<file path="src/rtl/boot_loader_pkg.sv">
// Shared types and constants for the boot loader: FSM state encoding and frame-format widths.
package boot_loader_pkg;

  localparam int          BYTE_W        = 8;
  localparam int          LEN_W         = 8;
  localparam int          WORD_W        = 2 * BYTE_W;
  localparam logic [7:0]  SYNC_BYTE_DEF = 8'hA5;

  typedef enum logic [2:0] {
    ST_CLEAR,
    ST_WAIT_HDR,
    ST_GET_LEN,
    ST_GET_HI,
    ST_GET_LO,
    ST_GET_CSUM,
    ST_RUN,
    ST_ERROR
  } boot_state_e;

  // States in which a sync byte opens a new frame.
  function automatic logic hunts_sync(boot_state_e s);
    return (s == ST_WAIT_HDR) || (s == ST_ERROR) || (s == ST_RUN);
  endfunction

endpackage

</file>
<file path="src/rtl/boot_word_asm.sv">
// Frame payload assembler: pairs HI/LO bytes into words, keeps the running checksum and word index.
module boot_word_asm
  import boot_loader_pkg::*;
(
  input  logic              clk,
  input  logic              reset,
  input  logic [BYTE_W-1:0] in_byte,
  input  logic              len_ld,
  input  logic              hi_ld,
  input  logic              lo_ld,
  output logic [WORD_W-1:0] word,
  output logic [LEN_W-1:0]  word_idx,
  output logic              last_word,
  output logic              csum_good
);

  logic [LEN_W-1:0]  len_q, len_d;
  logic [LEN_W-1:0]  idx_q, idx_d;
  logic [BYTE_W-1:0] hi_q,  hi_d;
  logic [BYTE_W-1:0] sum_q, sum_d;

  always_comb begin
    len_d = len_q;
    idx_d = idx_q;
    hi_d  = hi_q;
    sum_d = sum_q;
    if (len_ld) begin
      len_d = in_byte;
      sum_d = in_byte;
      idx_d = '0;
    end
    if (hi_ld) begin
      hi_d  = in_byte;
      sum_d = sum_q + in_byte;
    end
    if (lo_ld) begin
      sum_d = sum_q + in_byte;
      idx_d = idx_q + 8'd1;
    end
  end

  always_ff @(posedge clk) begin
    if (reset) begin
      len_q <= '0;
      idx_q <= '0;
      hi_q  <= '0;
      sum_q <= '0;
    end else begin
      len_q <= len_d;
      idx_q <= idx_d;
      hi_q  <= hi_d;
      sum_q <= sum_d;
    end
  end

  // Word and status are combinational on the byte being transferred this cycle.
  assign word      = {hi_q, in_byte};
  assign word_idx  = idx_q;
  assign last_word = ({1'b0, idx_q} + 9'd1) == {1'b0, len_q};
  assign csum_good = 8'(sum_q + in_byte) == 8'd0;

endmodule

</file>
<file path="src/rtl/boot_loader.sv">
// Streams a framed program image into RAM through its write port, then releases the CPU from reset.
module boot_loader
  import boot_loader_pkg::*;
#(
  parameter int         ADDR_W        = 8,
  parameter int         DATA_W        = 16,
  parameter logic [7:0] SYNC_BYTE     = SYNC_BYTE_DEF,
  parameter bit         CLEAR_ON_BOOT = 1'b1,
  parameter int         LOAD_BASE     = 0
) (
  input  logic              clk,
  input  logic              reset,
  input  logic [7:0]        in_data,
  input  logic              in_valid,
  output logic              in_ready,
  output logic              mem_we,
  output logic [ADDR_W-1:0] mem_addr,
  output logic [DATA_W-1:0] mem_wdata,
  input  logic              cpu_halt,
  output logic              cpu_reset,
  output logic              load_done,
  output logic              load_err
);

  localparam boot_state_e ST_BOOT = CLEAR_ON_BOOT ? ST_CLEAR : ST_WAIT_HDR;

  boot_state_e       state_q, state_d;
  logic [ADDR_W-1:0] clr_q, clr_d;
  logic              mem_we_q, mem_we_d;
  logic [ADDR_W-1:0] mem_addr_q, mem_addr_d;
  logic [DATA_W-1:0] mem_wdata_q, mem_wdata_d;
  logic              cpu_reset_q, cpu_reset_d;
  logic              load_done_q, load_done_d;
  logic              load_err_q, load_err_d;

  logic              xfer;
  logic [WORD_W-1:0] word;
  logic [LEN_W-1:0]  word_idx;
  logic              last_word;
  logic              csum_good;

  always_comb begin
    in_ready = 1'b0;
    if (!reset) begin
      case (state_q)
        ST_CLEAR: in_ready = 1'b0;
        ST_RUN:   in_ready = cpu_halt;
        default:  in_ready = 1'b1;
      endcase
    end
  end

  assign xfer = in_valid && in_ready;

  boot_word_asm u_word_asm (
    .clk       (clk),
    .reset     (reset),
    .in_byte   (in_data),
    .len_ld    (xfer && (state_q == ST_GET_LEN)),
    .hi_ld     (xfer && (state_q == ST_GET_HI)),
    .lo_ld     (xfer && (state_q == ST_GET_LO)),
    .word      (word),
    .word_idx  (word_idx),
    .last_word (last_word),
    .csum_good (csum_good)
  );

  always_comb begin
    state_d     = state_q;
    clr_d       = clr_q;
    mem_we_d    = 1'b0;
    mem_addr_d  = mem_addr_q;
    mem_wdata_d = mem_wdata_q;
    cpu_reset_d = cpu_reset_q;
    load_done_d = load_done_q;
    load_err_d  = load_err_q;

    if (hunts_sync(state_q)) begin
      // A new frame re-holds the CPU and clears both status flags.
      if (xfer && (in_data == SYNC_BYTE)) begin
        state_d     = ST_GET_LEN;
        cpu_reset_d = 1'b1;
        load_done_d = 1'b0;
        load_err_d  = 1'b0;
      end
    end else begin
      case (state_q)
        ST_CLEAR: begin
          mem_we_d    = 1'b1;
          mem_addr_d  = clr_q;
          mem_wdata_d = '0;
          clr_d       = clr_q + 1'b1;
          if (clr_q == '1) state_d = ST_WAIT_HDR;
        end
        ST_GET_LEN: if (xfer) state_d = (in_data == 8'd0) ? ST_GET_CSUM : ST_GET_HI;
        ST_GET_HI:  if (xfer) state_d = ST_GET_LO;
        ST_GET_LO: begin
          if (xfer) begin
            mem_we_d    = 1'b1;
            mem_addr_d  = ADDR_W'(LOAD_BASE) + ADDR_W'(word_idx);
            mem_wdata_d = DATA_W'(word);
            state_d     = last_word ? ST_GET_CSUM : ST_GET_HI;
          end
        end
        ST_GET_CSUM: begin
          if (xfer) begin
            state_d     = csum_good ? ST_RUN : ST_ERROR;
            cpu_reset_d = !csum_good;
            load_done_d = csum_good;
            load_err_d  = !csum_good;
          end
        end
        default: state_d = ST_WAIT_HDR;
      endcase
    end
  end

  always_ff @(posedge clk) begin
    if (reset) begin
      state_q     <= ST_BOOT;
      clr_q       <= '0;
      mem_we_q    <= 1'b0;
      mem_addr_q  <= '0;
      mem_wdata_q <= '0;
      cpu_reset_q <= 1'b1;
      load_done_q <= 1'b0;
      load_err_q  <= 1'b0;
    end else begin
      state_q     <= state_d;
      clr_q       <= clr_d;
      mem_we_q    <= mem_we_d;
      mem_addr_q  <= mem_addr_d;
      mem_wdata_q <= mem_wdata_d;
      cpu_reset_q <= cpu_reset_d;
      load_done_q <= load_done_d;
      load_err_q  <= load_err_d;
    end
  end

  assign mem_we    = mem_we_q;
  assign mem_addr  = mem_addr_q;
  assign mem_wdata = mem_wdata_q;
  assign cpu_reset = cpu_reset_q;
  assign load_done = load_done_q;
  assign load_err  = load_err_q;

endmodule

</file>
<file path="config.mk">
export PLATFORM = sky130hd
export DESIGN_NAME = boot_loader
export DESIGN_NICKNAME = d
export VERILOG_FILES = /design/src/rtl/boot_loader_pkg.sv /design/src/rtl/boot_word_asm.sv /design/src/rtl/boot_loader.sv
export SDC_FILE = /design/constraint.sdc
export NUM_CORES = 1
export LEC_CHECK = 0
export ABC_CLOCK_PERIOD_IN_PS = 8750
export CAP_MARGIN = 40
export CELL_PAD_IN_SITES_DETAIL_PLACEMENT = 0
export CELL_PAD_IN_SITES_GLOBAL_PLACEMENT = 1
export CORE_UTILIZATION = 24
export CTS_CLUSTER_DIAMETER = 60
export DETAILED_ROUTE_END_ITERATION = 6
export PLACE_DENSITY = 0.56
export SETUP_SLACK_MARGIN = 0.4
export SLEW_MARGIN = 20
export SYNTH_ARGS = -nofsm -noshare
export SYNTH_HDL_FRONTEND = slang
export SYNTH_HIERARCHICAL = 1
export SYNTH_SLANG_ARGS = --single-unit
</file>
<file path="constraint.sdc">
create_clock -name clk -period 8.75 [get_ports clk]
set_input_delay 1.75 -clock clk [delete_from_list [all_inputs] [get_ports clk]]
set_output_delay 1.75 -clock clk [all_outputs]
set_load 0.1 [all_outputs]
</file>
### Yosys cells after proc, flatten, opt, wreduce, memory -nomap -nowiden

Index checks and enable logic that the tools add are counted.

| word-level totals | value |
|---|---|
| register bits | 71 |
| input port bits | 12 |
| output and inout port bits | 29 |

| operators by class | value |
|---|---|
| $add $sub $neg | 4 |
| equality and inequality tests | 17 |
| multiplexer cells | 33 |
| bitwise gates (word level) | 1 |
| reductions and logical operators | 21 |

Operator list:

| cell | number |
|---|---|
| two-way mux 8 bit | 6 |
| one-hot mux 16 bit (2 select lines) | 1 |
| two-way mux 3 bit | 9 |
| adder 8 x 1 -> 8 bit, second input constant | 2 |
| equality test 8 bit, second input constant | 2 |
| logical NOT 8 bit | 2 |
| two-way mux 16 bit | 1 |
| one-hot mux 8 bit (2 select lines) | 1 |
| one-hot mux 3 bit (5 select lines) | 1 |
| equality test 3 bit, second input constant | 4 |
| two-way mux 1 bit | 12 |
| adder 8 x 1 -> 9 bit, second input constant | 1 |
| equality test 9 x 8 -> 1 bit | 1 |
| != test 3 x 2 -> 1 bit, second input constant | 3 |
| adder 8 bit | 1 |
| nonzero test 2 bit | 4 |
| equality test 3 x 2 -> 1 bit, second input constant | 2 |
| != test 3 bit, second input constant | 2 |
| AND reduction 3 bit | 2 |
| AND reduction 6 bit | 1 |
| logical AND 1 bit | 5 |
| one-hot mux 1 bit (2 select lines) | 2 |
| equality test 3 x 1 -> 1 bit, second input constant | 1 |
| logical NOT 3 bit | 1 |
| other kinds (8) | 9 |

### Longest topological paths before layout

| depth | value |
|---|---|
| word-level depth | 8 |
| mapped depth | 12 |

### Modules after synthesis

Netlist, hierarchy kept.

By module, submodules not included:

| module | instances | cells an instance | area each (um2) | seq. area each (um2) |
|---|---|---|---|---|
| boot_loader | 1 | 201 | 1,835.5 | 780.7 |
| boot_word_asm | 1 | 208 | 1,834.3 | 640.6 |

### Worst setup path after synthesis

Ideal clock, no wire load.

| timing path | value |
|---|---|
| path kind | input-to-output |
| start | input reset |
| end | output in_ready |
| arrival | 3,957 ps |
| required time | 7,000 ps |
| slack | 3,043 ps |
| cell stages on the path | 2 |
| path buffers | 1 |
| path through | clkbuf_8 > nor3_1 |

| on the way | value |
|---|---|
| word-level cells in the longest chain between the ends | 1 |

Ends and longest elaborated chain:

| what | RTL line | source |
|---|---|---|
| from (decl) | boot_loader.sv:12 | `input logic reset,` |
| two-way mux 1 bit | boot_loader.sv:44 | `if (!reset) begin` |
| to (decl) | boot_loader.sv:15 | `output logic in_ready,` |

Every way passes these cells.

### Worst setup path after layout

| timing path | value |
|---|---|
| start | input cpu_halt |
| end | output in_ready |

| on the way | value |
|---|---|
| word-level cells in the longest chain between the ends | 2 |

Ends and longest elaborated chain:

| what | RTL line | source |
|---|---|---|
| from (decl) | boot_loader.sv:19 | `input logic cpu_halt,` |
| one-hot mux 1 bit (2 select lines) | boot_loader.sv:45 | `case (state_q)` |
| two-way mux 1 bit | boot_loader.sv:44 |  |

Every way passes these cells.

==> results.json <==
{
  "ys_top_cells_by_count": "dfxtp_1 (71), nor2_1 (45), a21oi_1 (35), nand2_1 (33), mux2i_1 (28)",
  "post-dp-hpwl_mm": 6.409,
  "syn_area_per_cell_um2": 8.973,
  "portBuffers": 40,
  "grt_pass1_vias": 3047,
  "tns_ns": 0,
  "synth_top_area_share_pct": 38.73,
  "tightestPinTransition_ns": 0.7616,
  "htreeDepth": 3,
  "critPathKind": "input pin to output pin",
  "synth_area_leaders": "dfxtp_1 (39%), mux2i_1 (7.6%), a21oi_1 (4.8%)",
  "yosysWarnings": 6,
  "min_path_type": "flip-flop to flip-flop",
  "post-place-ws_ns": 3.681,
  "postCtsSetupRepairBufs": 0,
  "syn-num-nets": 431,
  "critPathBufInv": 3,
  "area_growth_syn_to_layout_pct": 34.27,
  "drt_wl_total_mm": 9.181,
  "drt_iter0_markers": 157,
  "cp_slowest_cell": "clkdlybuf4s50_1",
  "grt_pass1_wl_mm": 15.32,
  "cp-end-kind": "output pin",
  "period_minus_slack_ns": 5.055,
  "overflow": 0,
  "dp_cells": 637,
  "clock_skew_ns": 0.004604,
  "routedWlPerCell_um": 14.06,
  "leakage_uw": 0.001763,
  "grt_max_degree": 63,
  "die_height_um": 125.7,
  "worst_path_largest_cell_delay_ns": 0.48,
  "final_layout_size_suffix_gt1_share_pct": 13.65,
  "fin_ws_ns": 3.695,
  "synth-edff-count": 0,
  "arrival_ns": 3.30,
  "die_width_um": 125.7,
  "critical_path_required_ns": 7.00,
  "cp-start-kind": "input pin",
  "outcome": "finished with violations",
  "cts_buffers": 9,
  "stdcell_count": 653,
  "antenna-diode-count": 0,
  "start_util_pct": 24.97,
  "path_delay_family": "buffers and inverters",
  "hold_buffers": 0,
  "clk_path_buf_depth": 2,
  "cts-root-buf": "clkbuf_16",
  "clk_pin_slew_ns": 0.06,
  "cap_violations": 0,
  "worstPathMaxFanout": 2,
  "synth-seq-area-share_pct": 38.73,
  "max_freq_ghz": 0.1978,
  "antenna_found_initial": 0,
  "cts_tree": "done",
  "vias": 3036,
  "coreArea_um2": 14700,
  "seq_area_um2": 1421,
  "rsz0062_at_grt": "no",
  "ys_ff_latch": 71,
  "detail-route-antenna-nets": 0,
  "grt_usage_pct": 12.28,
  "routed_via_density": 4.649,
  "synthArstFlopShare_pct": 0,
  "path_common_cell": "clkdlybuf4s50_1",
  "synth_cells": 409,
  "place.gp.congestion": 0.7596,
  "dr.pass1.iters": 6,
  "vdd_ir_drop_max_mv": 0.1111,
  "relSlewSlack_pct": 49.23,
  "drc": 3,
  "io_pins": 41,
  "die-area_um2": 15790,
  "total_power_uw": 1151,
  "finalCritPeriodShare_pct": 57.77,
  "slew_viol_final": 0,
  "synth_top_cell_by_area": "dfxtp_1",
  "violations": "design-rule violations",
  "yosysMostFrequentCell": "dfxtp_1",
  "clk_latency_ns": 0.34,
  "nNetsFinal": 486,
  "synthFlopType": "dfxtp_1",
  "crit_chain": "clkdlybuf4s50_1 > nor4bb_4 > nor3_1 > clkdlybuf4s50_1 > buf_8",
  "clock_sinks": 71,
  "ctsResizeCount": 0,
  "power_density_nw_per_um2": 233.5,
  "setup_viol": 0,
  "synth_area_um2": 3670,
  "hold_violations": 0,
  "multi_input_area_um2": 2044,
  "rows": 44,
  "synth_cell_types": 60,
  "fillers": 1478
}
cells by family (layout without fill, tap and decap cells):
group                      after synthesis  after routing  synth area share [%]
DFF                                     71             71                 38.73
buffers and inverters                   34             94                 5.694
and+or+nand+nor                        152            152                 23.08
AOI/OAI and AO/OA                       92             92                 15.99
adders and majority gates               10             10                 3.614
muxes                                   28             28                 7.637
xor gates and xnor gates                22             22                 5.250
worst paths after layout:
check	end	slack, ns	startpoint	depth (start not counted)
max	in_ready	3.70	cpu_halt	5
min	mem_wdata[4]$_SDFFE_PP0P_	0.45	mem_wdata[4]$_SDFFE_PP0P_	2
max reg2reg	state_q[2]$_SDFFE_PP0P_	5.80	u_word_asm/word_idx[0]$_SDFFE_PP0P_	10
min reg2reg	mem_wdata[4]$_SDFFE_PP0P_	0.45	mem_wdata[4]$_SDFFE_PP0P_	2
power breakdown:
group | switching (µW) | internal [µW]
clock network | 148 | 250
logic | 235 | 136
registers | 29.6 | 352
metal layers:
metal | vias to the layer above | GRT usage (%) | wire [µm]
met1 | 1442 | 16.03 | 4583
met3 | 9 | 2.889 | 251
met2 | 34 | 19.67 | 4221
met4 | 0 | 4.519 | 124
met5 | - | 0 | 0
li1 | 1551 | - | -
tightest hold or removal path, delay by kind of cell, from the launching register on:
kind            cells  cell delay (ns)
flops               1             0.31
simple gates        1             0.05
compound gates      1             0.05
metrics by stage:
| stage | util (%) | hold WS (ns) | area [µm²] |
|---|---|---|---|
| 3_5_place_dp | 31.32 | 0.4459 | 4604 |
| 3_3_place_gp | 28.12 | 0.4431 | 4133 |
| 4_1_cts | 33.52 | 0.4536 | 4927 |
| 2_1_floorplan | - | 0.4312 | 3670 |
| 6_report | 33.52 | 0.4494 | 4927 |
| 5_1_grt | 33.52 | 0.4722 | 4927 |
state kept, by name, summed over array words and instances (netlist names):
signal and count:
clr_q 8, u_word_asm/len_q 8, load_done 1, load_err 1
mem_we 1, mem_addr 8, cpu_reset 1, u_word_asm/hi_q 8
mem_wdata 16, u_word_asm/sum_q 8, state_q 3, u_word_asm/word_idx 8
area by class of cell:
type	instances	share of cell area [%]
clock buffer	9	4.571
clock inverter	7	1.981
inverter	5	0.3809
multi-input combinational	304	41.49
timing repair buffer	73	18.05
sequential	71	28.85
tap	184	4.672
placed cells by master, fill, tap and decap left out, types with 3 or more instances in the layout:
| cell type | count |
|---|---|
| dfxtp_1 | 71 |
| nor2_1 | 45 |
| clkdlybuf4s50_1 | 39 |
| a21oi_1 | 35 |
| nand2_1 | 33 |
| mux2i_1 | 28 |
| buf_8 | 27 |
| nand2b_1 | 16 |
| o21ai_0 | 13 |
| xor2_1 | 12 |
| nand3_1 | 10 |
| xnor2_1 | 10 |
| a211oi_1 | 10 |
| ha_1 | 9 |
| clkbuf_16 | 9 |
| nor2b_1 | 8 |
| a22o_1 | 5 |
| nor3b_1 | 5 |
| a21o_1 | 5 |
| a311oi_1 | 5 |
| inv_1 | 4 |
| nor3_1 | 4 |
| and2_1 | 3 |
| and4_1 | 3 |
| or3_1 | 3 |
| o21ai_1 | 3 |
| o21a_1 | 3 |
| buf_4 | 3 |
| nand3b_1 | 3 |
(Power assumes the default switching activity.)
